===== src/rtl/turn_sequencer.sv =====
// Turn sequencer for a two-player artillery game: aim, fire, track the flight,
// animate the crater, apply damage and hand the turn over.
module turn_sequencer #(
  parameter int ANGLE_INIT = 4,
  parameter int POWER_INIT = 3,
  parameter int R_MAX      = 16,
  parameter int TIMEOUT    = 600,
  parameter int HP_INIT    = 3
) (
  input  logic       clk,
  input  logic       reset,
  input  logic       frame_tick,
  input  logic       key_l,
  input  logic       key_r,
  input  logic       key_u,
  input  logic       key_d,
  input  logic       key_fire,
  input  logic [9:0] tank0_x,
  input  logic [9:0] tank0_y,
  input  logic [9:0] tank1_x,
  input  logic [9:0] tank1_y,
  input  logic       boomed,
  input  logic       hit0,
  input  logic       hit1,
  output logic       launch,
  output logic [9:0] launchX,
  output logic [9:0] launchY,
  output logic [3:0] angle,
  output logic [2:0] power,
  output logic [9:0] boomRadius,
  output logic       player,
  output logic [1:0] hp0,
  output logic [1:0] hp1,
  output logic       game_over,
  output logic       winner
);

  localparam logic [2:0] AIM     = 3'd0;
  localparam logic [2:0] FIRE    = 3'd1;
  localparam logic [2:0] FLIGHT  = 3'd2;
  localparam logic [2:0] EXPLODE = 3'd3;
  localparam logic [2:0] SHRINK  = 3'd4;
  localparam logic [2:0] NEXT    = 3'd5;
  localparam logic [2:0] OVER    = 3'd6;

  localparam logic [3:0] ANG_RST = 4'(ANGLE_INIT);
  localparam logic [2:0] PWR_RST = 3'(POWER_INIT);
  localparam logic [1:0] HP_RST  = 2'(HP_INIT);
  localparam logic [9:0] RAD_MAX = 10'(R_MAX);
  localparam logic [9:0] TMO     = 10'(TIMEOUT);

  function automatic logic [1:0] hp_dec(input logic [1:0] h);
    return (h == 2'd0) ? h : h - 2'd1;
  endfunction

  logic [2:0] state_q, state_d;
  logic [4:0] keys_q, keys_d;
  logic [3:0] angle_q, angle_d;
  logic [2:0] power_q, power_d;
  logic [9:0] radius_q, radius_d;
  logic [9:0] cnt_q, cnt_d;
  logic       flag0_q, flag0_d, flag1_q, flag1_d;
  logic       player_q, player_d;
  logic [1:0] hp0_q, hp0_d, hp1_q, hp1_d;
  logic       winner_q, winner_d;

  logic [4:0] keys_now;
  logic [4:0] rise;

  // Bit order: 0=left 1=right 2=up 3=down 4=fire
  assign keys_now = {key_fire, key_d, key_u, key_r, key_l};
  assign rise     = keys_now & ~keys_q;

  always_comb begin
    state_d  = state_q;
    keys_d   = keys_now;
    angle_d  = angle_q;
    power_d  = power_q;
    radius_d = radius_q;
    cnt_d    = cnt_q;
    flag0_d  = flag0_q;
    flag1_d  = flag1_q;
    player_d = player_q;
    hp0_d    = hp0_q;
    hp1_d    = hp1_q;
    winner_d = winner_q;
    case (state_q)
      AIM: begin
        if (rise[4]) begin
          state_d = FIRE;
        end else begin
          if (rise[0] && !rise[1] && angle_q != 4'd0)      angle_d = angle_q - 4'd1;
          else if (rise[1] && !rise[0] && angle_q != 4'd8) angle_d = angle_q + 4'd1;
          if (rise[2] && !rise[3] && power_q != 3'd7)      power_d = power_q + 3'd1;
          else if (rise[3] && !rise[2] && power_q != 3'd0) power_d = power_q - 3'd1;
        end
      end
      FIRE: begin
        if (!boomed) begin
          state_d = FLIGHT;
          cnt_d   = 10'd0;
        end
      end
      FLIGHT: begin
        if (boomed) begin
          state_d  = EXPLODE;
          radius_d = 10'd0;
        end else if (cnt_q == TMO) begin
          state_d = NEXT;
        end else if (frame_tick) begin
          cnt_d = cnt_q + 10'd1;
        end
      end
      EXPLODE: begin
        flag0_d = flag0_q | hit0;
        flag1_d = flag1_q | hit1;
        if (radius_q == RAD_MAX)  state_d  = SHRINK;
        else if (frame_tick)      radius_d = radius_q + 10'd1;
      end
      SHRINK: begin
        if (radius_q == 10'd0)    state_d  = NEXT;
        else if (frame_tick)      radius_d = radius_q - 10'd1;
      end
      NEXT: begin
        hp0_d   = flag0_q ? hp_dec(hp0_q) : hp0_q;
        hp1_d   = flag1_q ? hp_dec(hp1_q) : hp1_q;
        flag0_d = 1'b0;
        flag1_d = 1'b0;
        cnt_d   = 10'd0;
        if (hp0_d == 2'd0 || hp1_d == 2'd0) begin
          state_d = OVER;
          // A mutual kill goes to whoever fired the shot
          winner_d = (hp0_d == 2'd0 && hp1_d == 2'd0) ? player_q : (hp0_d == 2'd0);
        end else begin
          state_d  = AIM;
          player_d = ~player_q;
          angle_d  = ANG_RST;
          power_d  = PWR_RST;
        end
      end
      OVER:    state_d = OVER;
      default: state_d = AIM;
    endcase
    if (state_d != EXPLODE && state_d != SHRINK) radius_d = 10'd0;
  end

  always_ff @(posedge clk or posedge reset) begin
    if (reset) begin
      state_q  <= AIM;
      keys_q   <= 5'd0;
      angle_q  <= ANG_RST;
      power_q  <= PWR_RST;
      radius_q <= 10'd0;
      cnt_q    <= 10'd0;
      flag0_q  <= 1'b0;
      flag1_q  <= 1'b0;
      player_q <= 1'b0;
      hp0_q    <= HP_RST;
      hp1_q    <= HP_RST;
      winner_q <= 1'b0;
    end else begin
      state_q  <= state_d;
      keys_q   <= keys_d;
      angle_q  <= angle_d;
      power_q  <= power_d;
      radius_q <= radius_d;
      cnt_q    <= cnt_d;
      flag0_q  <= flag0_d;
      flag1_q  <= flag1_d;
      player_q <= player_d;
      hp0_q    <= hp0_d;
      hp1_q    <= hp1_d;
      winner_q <= winner_d;
    end
  end

  assign launch     = (state_q == FIRE);
  assign launchX    = player_q ? tank1_x : tank0_x;
  assign launchY    = player_q ? tank1_y : tank0_y;
  assign angle      = angle_q;
  assign power      = power_q;
  assign boomRadius = radius_q;
  assign player     = player_q;
  assign hp0        = hp0_q;
  assign hp1        = hp1_q;
  assign game_over  = (state_q == OVER);
  assign winner     = winner_q;

endmodule

===== config.mk =====
export PLATFORM = sky130hd
export DESIGN_NAME = turn_sequencer
export DESIGN_NICKNAME = d
export VERILOG_FILES = /design/src/rtl/turn_sequencer.sv
export SDC_FILE = /design/constraint.sdc
export NUM_CORES = 1
export LEC_CHECK = 0
export CORE_MARGIN = 2
export CORE_UTILIZATION = 49
export DETAILED_ROUTE_END_ITERATION = 12
export MAX_ROUTING_LAYER = met4
export PLACE_DENSITY = 0.86
export SYNTH_ARGS = -nofsm -noshare
export SYNTH_HDL_FRONTEND = slang
export SYNTH_SLANG_ARGS = --single-unit

===== constraint.sdc =====
create_clock -name clk -period 7.05 [get_ports clk]
set_clock_uncertainty 0.1 [all_clocks]
set_input_delay 0.705 -clock clk [delete_from_list [all_inputs] [get_ports clk]]
set_output_delay 0.705 -clock clk [all_outputs]
set_load 0.01 [all_outputs]

Word-level counts from Yosys, hierarchy flattened
Index checks and enable logic that the tools add are counted.
{"block": "totals", "register_bits": 43, "in_bits": 51, "output_inout_bits": 45}
{"block": "op_classes", "addsub": 9, "n_eq_ne": 25, "muxes": 39, "bitwise_logic": 6, "n_reduce_logical": 33}
{"op": "$mux 10", "count": 12}
{"op": "$pmux 10 s3", "count": 2}
{"op": "$mux 3", "count": 11}
{"op": "$ne 3x3->1 const B", "count": 9}
{"op": "$pmux 3 s7", "count": 1}
{"op": "$add 10x1->10 const B", "count": 2}
{"op": "$mux 4", "count": 4}
{"op": "$ne 2x2->1 const B", "count": 6}
{"op": "$eq 10x10->1 const B", "count": 1}
{"op": "$eq 10x5->1 const B", "count": 1}
{"op": "$logic_and 1x1->1", "count": 10}
{"op": "$logic_not 10->1", "count": 1}
{"op": "$sub 10x1->10 const B", "count": 1}
{"op": "$eq 3x3->1 const B", "count": 3}
{"op": "$logic_not 2->1", "count": 4}
{"op": "$mux 2", "count": 4}
{"op": "$pmux 4 s2", "count": 1}
{"op": "$reduce_and 4->1", "count": 2}
{"op": "$reduce_bool 4->1", "count": 2}
{"op": "$eq 3x2->1 const B", "count": 2}
{"op": "$pmux 3 s2", "count": 1}
{"op": "$reduce_and 6->1", "count": 1}
{"op": "$reduce_bool 3->1", "count": 2}
{"op": "$and 5x5->5", "count": 1}
{"op": "other kinds (19)", "count": 28}

Longest topological paths before layout
Gate-level depths: netlist of run 1.
{"block": "logic_depth", "depth_word": 11, "mapped_depth": 12}

Worst setup path after synthesis of run 1
OpenSTA, ideal clock, no wires.
{"block": "synth_timing", "path_kind": "flip-flop to flip-flop", "start": "register state_q[1]", "end": "register radius_q[8] (netlist: boomRadius[8])", "setup_ns": 0.121, "arrival_time_ns": 2.573, "slack_ns": 4.256, "path_stages_with_launch": 13, "cell_sequence": "dfrtp_1 -> clkbuf_1 -> nor2_1 -> nand2_1 -> inv_1 -> ha_1 -> a21o_1 -> a21oi_1 -> inv_1 -> a2111o_1 -> a31oi_1 -> xnor2_1 -> a22o_2"}
{"block": "synth_between", "elab_chain_len": 7}
{"item": "from (decl)", "line": "56", "rtl": "logic [2:0] state_q, state_d;"}
{"item": "from (signal assigned)", "line": "162", "rtl": "state_q <= state_d;"}
{"item": "$mux 3", "line": "108", "rtl": "end else if (cnt_q == TMO) begin"}
{"item": "$mux 3", "line": "105", "rtl": "if (boomed) begin"}
{"item": "$pmux 3 s7", "line": "87", "rtl": "case (state_q)"}
{"item": "$ne 3x2->1 / $ne 3x3->1 (equally long branches)", "line": "144", "rtl": "if (state_d != EXPLODE && state_d != SHRINK) radius_d = 10'd0;"}
{"item": "$logic_and 1x1->1", "line": "144"}
{"item": "$ne 3x3->1 (no line) / $reduce_bool 4->1 (equally long branches)"}
{"item": "$reduce_and 6->1 (no line)"}
{"item": "to (signal assigned)", "line": "166", "rtl": "radius_q <= radius_d;"}
{"item": "to (decl)", "line": "60", "rtl": "logic [9:0] radius_q, radius_d;"}
Parallel ways exist; a longest one is shown, timed or not.
A chain may end at the register's enable or synchronous reset.

Worst setup path after layout of run 1
{"block": "layout_timing", "start": "register state_q[0]", "end": "register radius_q[8] (netlist: boomRadius[8])"}
Same word-level chain as after synthesis.

==> flow_summary.json, run 1 <==
{
  "numClockSinks": 43,
  "cp-end-kind": "flop",
  "fillers": 428,
  "hold_buffers": 0,
  "fin_ws_ns": 3.84,
  "grt_usage_pct": 24.3,
  "place_congestion": 0.868,
  "cts_tree": "yes",
  "clk_root_buffer_cell": "clkbuf_8",
  "cts.clk_slew.worst_paths_ns": 0.09,
  "dp_hpwl_mm": 5.62,
  "synthArstFlopShare_pct": 100,
  "synth_cells": 280,
  "synthesis.nets": 346,
  "period_share_pct": 45.5,
  "worstPathArrival_ns": 3.30,
  "routed_via_density": 5.62,
  "antenna_left": 0,
  "relSlewSlack_pct": 41.9,
  "grt_pass1_wl_mm": 11.6,
  "final_area_sq_mm": 0.00392,
  "rows": 27,
  "wl_mm": 7.23,
  "p_leak_uw": 0.00173,
  "p_clk_share_pct": 22.7,
  "first_global_vias": 2437,
  "yosys.cell_types.count": 56,
  "io_buffer_count": 95,
  "crit_required_ns": 7.15,
  "synth.yosys.warnings": 0,
  "grt_antenna_before_repair": 0,
  "drc": 0,
  "utilization_pct": 71.6,
  "rsz0062_at_grt": "false",
  "htree_levels": 2,
  "outcome": "completed",
  "drtPass1Iterations": 4,
  "drt_iter0_markers": 110,
  "cts_setup_buffers": 0,
  "io_pins": 96,
  "power_density_mw_per_mm2": 217,
  "slowest_stage": "dfrtp_1",
  "cts_resized": 0,
  "die-area_sq_mm": 0.00628,
  "slew_viol_final": 0,
  "setup_viol_count_final": 0,
  "dieWidth_um": 79.3,
  "yosys.area.top_type_share_pct": 32.5,
  "reg2reg_slack_ns": 3.84,
  "hold_viol_final": 0,
  "p_sw_uw": 292,
  "setup_tns_ns": 0,
  "synth_edf_count": 0,
  "max_stage_delay_ns": 0.47,
  "drive_above_1_share_pct": 14.5,
  "path_max_fanout": 12,
  "netlist_area_sq_mm": 0.00278,
  "initial_core_util_pct": 50.7,
  "max_freq_ghz": 0.312,
  "avgSynthCellArea_sq_um": 9.91,
  "critPathMostFrequentCell": "inv_1",
  "cp_cell_sequence": "nor2_1, nand2_1, inv_1, ha_1, a21o_1, a21oi_1, inv_1, a2111o_1, a31oi_1, xnor2_1, a22o_2",
  "sw_frac_of_total_pct": 34.4,
  "num_vias": 2535,
  "cts_max_path_buffers": 2,
  "synth_top_area_cell": "dfrtp_1",
  "synth-seq-cells": 43,
  "clk_latency_ns": 0.30,
  "power.total_uw": 849,
  "synth_area_leaders": "dfrtp_1 (32%), mux2_2 (8.1%), dfstp_2 (6.6%), ha_1 (5.4%), a21oi_1 (3.6%)",
  "hold_class": "reg -> reg",
  "ys.flop_type": "dfrtp_1",
  "crit_path_start_kind": "flop",
  "min_period_ns": 3.21,
  "worstSetupPathType": "reg -> reg",
  "worst_pin_slew_ns": 0.872,
  "grt_max_degree": 44,
  "area_delta_synth_final_pct": 41.2,
  "antenna_cells": 0,
  "cap_violations": 0,
  "internal-power_uw": 557,
  "seq_power_share_pct": 39.5,
  "ir_drop_v": 0.0000954,
  "fp.coreArea_sq_mm": 0.00547,
  "post-place-ws_ns": 3.74,
  "ys_seq_area_share_pct": 39.1,
  "overflow": 0,
  "die_y_um": 79.3,
  "layout.nets": 444,
  "wl_per_cell_um": 16.0,
  "p_comb_share_pct": 37.8,
  "postPlaceCellArea_sq_mm": 0.00380,
  "cts_buffers": 5
}
[cells in the mapped netlist (all sizes together), types with 3 or more instances]
cell type	count
xor2	9
nand3b	3
clkbuf	3
a21oi	20
dfstp	7
inv	10
nor2	20
mux2	20
a21boi	3
nand2b	6
a211oi	4
o21ai	13
nor2b	6
nand3	6
fa	3
nand2	22
a21o	7
or2	3
dfrtp	36
nor3	3
xnor2	10
a22o	9
or3	6
ha	12
nand4	6
[critical path: cells and delay by family (launching register included)]
family / cells / cell delay, ns
xor gates and xnor gates: 1 / 0.10
and+or+nand+nor: 2 / 0.31
AOI/OAI and AO/OA: 5 / 1.27
buffers and inverters: 2 / 0.49
adders and majority gates: 1 / 0.36
DFF: 1 / 0.47
[final timing paths]
kind,start,endpoint,cells after the start
worst max-delay path,state_q[0],boomRadius[8],11
worst min-delay path,hp1[1],hp1[1],1
worst max register to register,state_q[0],boomRadius[8],11
worst min register to register,hp1[1],hp1[1],1
max in group asynchronous,reset,hp0[1],3
min in group asynchronous,reset,keys_q[3],3
[cell usage in the layout, fill, tap and decap left out, types with 4 or more instances in the layout]
master | synthesis | layout
ha_1 | 12 | 12
inv_1 | 10 | 10
nor2b_1 | 6 | 6
clkbuf_8 | 0 | 5
clkdlybuf4s50_1 | 0 | 95
nand2_1 | 22 | 22
a211oi_1 | 4 | 4
nor2_1 | 20 | 20
nand2b_1 | 6 | 6
mux2_2 | 20 | 20
a22o_2 | 7 | 7
dfstp_2 | 7 | 7
nand3_1 | 6 | 6
xor2_1 | 9 | 9
nand4_1 | 6 | 6
dfrtp_1 | 36 | 36
a21o_1 | 5 | 5
o21ai_0 | 13 | 13
xnor2_1 | 10 | 10
or3_1 | 5 | 5
a21oi_1 | 20 | 20
[state kept, by name, summed over array words and instances (netlist names)]
| register | flops |
|---|---|
| flag1_q | 1 |
| winner | 1 |
| angle | 4 |
| state_q | 3 |
| hp1 | 2 |
| hp0 | 2 |
| player | 1 |
| power | 3 |
| cnt_q | 10 |
| flag0_q | 1 |
| keys_q | 5 |
| boomRadius | 10 |
[logic make-up (layout without fill, tap and decap cells)]
family | Yosys count | in the layout | share of synthesized area (%)
AND/OR/NAND/NOR | 92 | 92 | 17.6
adder cells (fa/ha/maj) | 15 | 15 | 7.57
flip-flops | 43 | 43 | 39.1
buffers and inverters | 15 | 114 | 2.03
XOR/XNOR | 19 | 19 | 6.00
multiplexers | 22 | 22 | 8.84
AO/OA/AOI/OAI | 74 | 74 | 18.8
[cell type report]
class,instances,area (sq um),share of cell area [%]
clock buffer,5,68.8,1.76
clock inverter,3,43.8,1.12
inverter,10,37.5,0.958
multi-input combinational,222,1630,41.7
sequential,43,1080,27.7
tap,72,90.1,2.30
timing repair buffer,96,958,24.5
[power by group through the flow]
stage	clock network [uW]	registers, uW	logic, uW
2_1_floorplan	0	334	194
3_3_place_gp	0	337	313
3_5_place_dp	0	339	321
4_1_cts	197	334	321
5_1_grt	206	343	356
6_report	192	335	321
[through the flow]
stage / hold slack [ns] / std cells
floorplan: 0.382 / 280
global placement: 0.386 / 443
detailed placement: 0.402 / 443
CTS: 0.418 / 451
global route: 0.428 / 451
finish: 0.416 / 451
[metal layers]
layer | part of all wire, % | up-vias | GRT usage [%]
met2 | 50 | 89 | 41.4
met1 | 41 | 1222 | 28.5
met3 | 7.3 | 7 | 6.02
li1 | - | 1217 | -
met5 | 0 | - | -
met4 | 1.3 | 0 | 7.07
(Power assumes the default switching activity.)
==> run 2, diff against run 1 <==
--- a/config.mk
+++ b/config.mk
@@ -6,10 +6,10 @@
 export NUM_CORES = 1
 export LEC_CHECK = 0
 export CORE_MARGIN = 2
-export CORE_UTILIZATION = 49
+export CORE_UTILIZATION = 41
 export DETAILED_ROUTE_END_ITERATION = 12
 export MAX_ROUTING_LAYER = met4
-export PLACE_DENSITY = 0.86
+export PLACE_DENSITY = 0.76
 export SYNTH_ARGS = -nofsm -noshare
 export SYNTH_HDL_FRONTEND = slang
 export SYNTH_SLANG_ARGS = --single-unit
==> constraint.sdc (replaced) <==
create_clock -name clk -period 2.6 [get_ports clk]
set_clock_uncertainty 0.1 [all_clocks]
set_input_delay 0.26 -clock clk [delete_from_list [all_inputs] [get_ports clk]]
set_output_delay 0.26 -clock clk [all_outputs]
set_load 0.01 [all_outputs]
==> run 2 against run 1 <==
Effect of this change:
- register-to-register slack worse by 3.8 ns
- cell area grew 6.9%
- combinational power increased to 3.0 times the previous value
- core utilization is 6.7 points lower
- cell count up 6.9%
- die area rose by 18%
- total power increased to 2.9 times the previous value
- sequential power increased to 2.6 times the previous value
- critical path type unchanged
- largest cell class unchanged
- largest power group is now combinational logic
==> flow_summary.json, run 2 (synthesis results as in run 1) <==
{
  "cap_violations": 0,
  "worstSetupPathType": "reg -> reg",
  "drive_above_1_share_pct": 22.2,
  "drtPass1Iterations": 4,
  "rsz0062_at_grt": "true",
  "p_clk_share_pct": 25.2,
  "area_delta_synth_final_pct": 50.9,
  "final_area_sq_mm": 0.00419,
  "routed_via_density": 5.37,
  "fin_cells": 482,
  "min_period_ns": 2.58,
  "internal-power_uw": 1650,
  "grt_usage_pct": 20.5,
  "max_stage_delay_ns": 0.54,
  "die-area_sq_mm": 0.00744,
  "relSlewSlack_pct": 75.6,
  "die_y_um": 86.3,
  "sw_frac_of_total_pct": 33.0,
  "layout.nets": 470,
  "crit_family": "simple AND/OR/NAND/NOR gates",
  "antenna_left": 0,
  "grt_max_degree": 28,
  "hold_viol_final": 0,
  "setup_viol_count_final": 0,
  "fp.coreArea_sq_mm": 0.00646,
  "wl_mm": 7.48,
  "io_pins": 96,
  "grt_pass1_wl_mm": 11.9,
  "fin_ws_ns": 0.0198,
  "p_comb_share_pct": 38.9,
  "slowest_stage": "or4_4",
  "htree_levels": 2,
  "cts_buffers": 5,
  "slew_viol_final": 0,
  "cts_setup_buffers": 0,
  "postPlaceCellArea_sq_mm": 0.00404,
  "io_buffer_count": 95,
  "seq_power_share_pct": 35.9,
  "reg2reg_slack_ns": 0.02,
  "final_common_cell": "clkdlybuf4s50_1",
  "cp_cell_sequence": "or4_4, nor4_4, nand2_1, a221o_1, or3_4, a21boi_4, a22o_2",
  "dp_hpwl_mm": 6.03,
  "antenna_cells": 0,
  "hold_buffers": 0,
  "reg2reg_to": "boomRadius[4]",
  "path_max_fanout": 8,
  "dieWidth_um": 86.3,
  "mostFrequentLayoutCells": "clkdlybuf4s50_1 (95), dfrtp_1 (34), buf_4 (27)",
  "crit_required_ns": 2.74,
  "ir_drop_v": 0.000411,
  "num_vias": 2590,
  "drc": 0,
  "setup_tns_ns": 0,
  "max_freq_ghz": 0.388,
  "power_density_mw_per_mm2": 589,
  "clk_root_buffer_cell": "clkbuf_8",
  "initial_core_util_pct": 43.0,
  "place_congestion": 0.826,
  "worstPathArrival_ns": 2.72,
  "overflow": 0,
  "dp.cells": 474,
  "worst_pin_slew_ns": 0.366,
  "first_global_vias": 2555,
  "regArea_sq_mm": 0.00109,
  "rows": 29,
  "cts.clk_slew.worst_paths_ns": 0.09,
  "p_sw_uw": 815,
  "crit_path_start_kind": "flop",
  "grt_antenna_before_repair": 0,
  "wl_per_cell_um": 15.5,
  "cp-end-kind": "flop",
  "outcome": "completed",
  "crit_buf_inv": 0,
  "numClockSinks": 43,
  "r2r_start": "boomRadius[2]",
  "fillers": 533,
  "cts_tree": "yes",
  "hold_class": "in -> async",
  "multi_input_area_sq_mm": 0.00168,
  "drt_iter0_markers": 87,
  "period_share_pct": 99.2,
  "clk_latency_ns": 0.30,
  "power.total_uw": 2470,
  "cts_max_path_buffers": 2,
  "reg2reg_depth": 7,
  "p_leak_uw": 0.00187,
  "post-place-ws_ns": -0.00789
}
-- run 2: per-stage QoR --
step | hold WS, ns | util (%)
after global placement | 0.383 | 62.6
after floorplan | 0.191 | -
after global routing | 0.206 | 64.9
after CTS | 0.185 | 64.7
final | 0.181 | 64.9
after detailed placement | 0.397 | 62.6
-- run 2: layout make-up --
class | instances | area share (%)
Multi-Input combinational cell | 222 | 40.0
Timing Repair Buffer | 122 | 27.5
Sequential cell | 43 | 26.0
Tap cell | 77 | 2.30
Clock buffer | 5 | 1.64
Clock inverter | 3 | 1.61
Inverter | 10 | 0.956
-- run 2: how the worst max path moves through the flow --
stage / start / endpoint / slack [ns] / cells past startpoint
5_1_grt: boomRadius[2] / boomRadius[7] / -0.11 / 7
2_1_floorplan: state_q[2] / boomRadius[8] / 0.02 / 11
4_1_cts: boomRadius[2] / boomRadius[2] / 0.02 / 7
3_3_place_gp: key_l / angle[3] / 0.04 / 11
6_report: boomRadius[2] / boomRadius[4] / 0.02 / 7
3_5_place_dp: boomRadius[2] / boomRadius[2] / -0.008 / 7
-- run 2: layer usage --
metal | GRT usage (%) | part of all wire [%]
met5 | - | 0
met4 | 4.83 | 1.2
met3 | 4.29 | 7.7
met2 | 37.0 | 51
met1 | 23.3 | 40
-- run 2: worst reg2reg max path: stages, from the launching register on --
cell and delay (ns):
dfrtp_2 0.40, or4_4 0.54, nor4_4 0.17, nand2_1 0.11
a221o_1 0.36, or3_4 0.37, a21boi_4 0.27, a22o_2 0.20
-- run 2: repair_timing --
| item | CTS | global route |
|---|---|---|
| pin swaps | 2 | 7 |
| gates resized for setup | 0 | 3 |
| endpoints found under the setup margin | 7 | 10 |
-- run 2: power groups by stage --
stage	clock [uW]	sequential, uW	combinational, uW
2_1_floorplan	0	905	528
3_3_place_gp	0	888	934
3_5_place_dp	0	897	954
4_1_cts	635	884	964
5_1_grt	665	902	1060
6_report	622	886	960
==> run 3, diff against run 2 <==
--- a/config.mk
+++ b/config.mk
@@ -7,7 +7,9 @@
 export LEC_CHECK = 0
 export CORE_MARGIN = 2
 export CORE_UTILIZATION = 41
+export CTS_CLUSTER_SIZE = 30
 export DETAILED_ROUTE_END_ITERATION = 12
+export HOLD_SLACK_MARGIN = 0.03
 export MAX_ROUTING_LAYER = met4
 export PLACE_DENSITY = 0.76
 export SYNTH_ARGS = -nofsm -noshare
==> constraint.sdc (replaced) <==
create_clock -name clk -period 2.6 [get_ports clk]
set_clock_uncertainty 0.1 [all_clocks]
set_input_delay 0.26 -clock clk [delete_from_list [all_inputs] [get_ports clk]]
set_output_delay 0.26 -clock clk [all_outputs]
set_load 0.1 [all_outputs]
==> run 3 against run 2 <==
Effect of this change:
- the run now ends with setup timing left
- sequential cell count did not move
- sequential power rose by 0.9%
- register-to-register slack got worse by 0.04 ns
- routed wire length rose by 2.6%
==> flow_summary.json, run 3 (synthesis results as in run 1) <==
{
  "outcome": "finished with violations",
  "violations": "setup timing",
  "wl_mm": 7.68,
  "grt_antenna_before_repair": 0,
  "cts_tree": "yes",
  "hold_class": "in -> async",
  "antenna_cells": 0,
  "max_freq_ghz": 0.382,
  "ir_drop_v": 0.000367,
  "overflow": 0,
  "period_share_pct": 101,
  "fin_ws_ns": -0.0156,
  "grt_pass1_wl_mm": 12.3,
  "htree_levels": 2,
  "dieWidth_um": 86.3,
  "num_vias": 2655,
  "cts_buffers": 5,
  "mostFrequentLayoutCells": "buf_4 (57), clkdlybuf4s50_1 (50), dfrtp_1 (26)",
  "io_buffer_count": 95,
  "max_stage_delay_ns": 0.55,
  "cts_max_path_buffers": 2,
  "final_area_sq_mm": 0.00434,
  "wl_per_cell_um": 15.8,
  "slew_viol_final": 0,
  "final_common_cell": "buf_4",
  "worstSetupPathType": "reg -> reg",
  "die-area_sq_mm": 0.00744,
  "crit_path_start_kind": "flop",
  "drtPass1Iterations": 4,
  "rsz0062_at_grt": "true",
  "utilization_pct": 67.1,
  "slowest_stage": "or4_4",
  "place_congestion": 0.843,
  "routed_via_density": 5.45,
  "worst_pin_slew_ns": 0.385,
  "min_period_ns": 2.62,
  "path_max_fanout": 8,
  "clk_root_buffer_cell": "clkbuf_8",
  "r2r_start": "boomRadius[3]",
  "layout.nets": 475,
  "drt_iter0_markers": 104,
  "p_leak_uw": 0.00202,
  "cts.clk_slew.worst_paths_ns": 0.09,
  "io_pins": 96,
  "setup_viol_count_final": 7,
  "relSlewSlack_pct": 74.4,
  "crit_family": "simple AND/OR/NAND/NOR gates",
  "grt_max_degree": 25,
  "first_global_vias": 2525,
  "clk_latency_ns": 0.30,
  "numClockSinks": 43,
  "hold_viol_final": 0,
  "crit_buf_inv": 0,
  "drive_above_1_share_pct": 35.9,
  "grt_usage_pct": 21.8,
  "worstPathArrival_ns": 2.76,
  "cap_violations": 0,
  "hold_buffers": 0,
  "fp.coreArea_sq_mm": 0.00646,
  "initial_core_util_pct": 43.0,
  "area_delta_synth_final_pct": 56.3,
  "drc": 0,
  "crit_required_ns": 2.74,
  "cp-end-kind": "flop",
  "dp_hpwl_mm": 6.09,
  "die_y_um": 86.3,
  "postPlaceCellArea_sq_mm": 0.00420,
  "power_density_mw_per_mm2": 674,
  "rows": 29,
  "antenna_left": 0,
  "startpoint": "boomRadius[3]",
  "cp_cell_sequence": "or4_4, nor4_4, nand2_1, a221o_1, or3_4, a21boi_4, a22o_2"
}
## run 3: changes by cell type in the layout (fill, tap and decap cells not counted), sizes merged
cell and delta:
buf +50, clkdlybuf4s50 -45, bufinv -2, clkbuf +2
## run 3: per-stage QoR
stage / TNS (ns) / setup WS, ns / hold slack [ns] / power, uW / std cells
2_1_floorplan: -1.34 / -0.170 / 0.191 / 1960 / 280
6_report: -0.0658 / -0.0156 / 0.219 / 2920 / 487
5_1_grt: -0.917 / -0.119 / 0.257 / 3100 / 487
3_3_place_gp: 0 / 0.00548 / 0.377 / 2390 / 476
3_5_place_dp: -0.212 / -0.0353 / 0.378 / 2420 / 476
4_1_cts: -0.217 / -0.0368 / 0.222 / 2910 / 484
## run 3: worst reg2reg max path, stage by stage (launching register included)
cell,delay (ns)
dfrtp_4,0.48
or4_4,0.55
nor4_4,0.17
nand2_1,0.11
a221o_1,0.35
or3_4,0.35
a21boi_4,0.25
a22o_2,0.19
## run 3: path summary, 6_finish.rpt
kind	slack (ns)	to	cells after the start
max	-0.02	boomRadius[5]	7
min	0.22	keys_q[1]	3
max reg2reg	-0.02	boomRadius[5]	7
min reg2reg	0.40	hp1[1]	1
max in group asynchronous	1.87	hp0[0]	3
min in group clk	0.32	keys_q[3]	1
## run 3: final cells by class
cell class	count	area, sq um
inverters	10	37.5
flip-flops and latches	43	1110
multi-input cells	222	1660
well taps	77	96.3
repair buffers	127	1330
fillers	518	2120
clock buffers	7	96.3
clock inverters	1	7.51
## run 3: power breakdown
part	total, uW	internal (uW)	leakage (uW)	switching (uW)
combinational	1550	541	0.00145	1010
clock	481	242	0.0000505	239
sequential	894	787	0.000523	108
## run 3: timing repair
action / 4_1_cts / 5_1_grt
endpoints found under the setup margin: 8 / 9
pin swaps: 3 / 4
buffers inserted: 0 / 3
gates resized for setup: 0 / 3
## run 3: layer usage
layer  vias to the layer above  track usage (%)  share of wire (%)
li1                       1284                -                  -
met1                      1276             24.8                 40
met2                        88             38.4                 51
met3                         7             5.14                7.0
met4                         0             5.97                1.3
met5                         -                -                  0
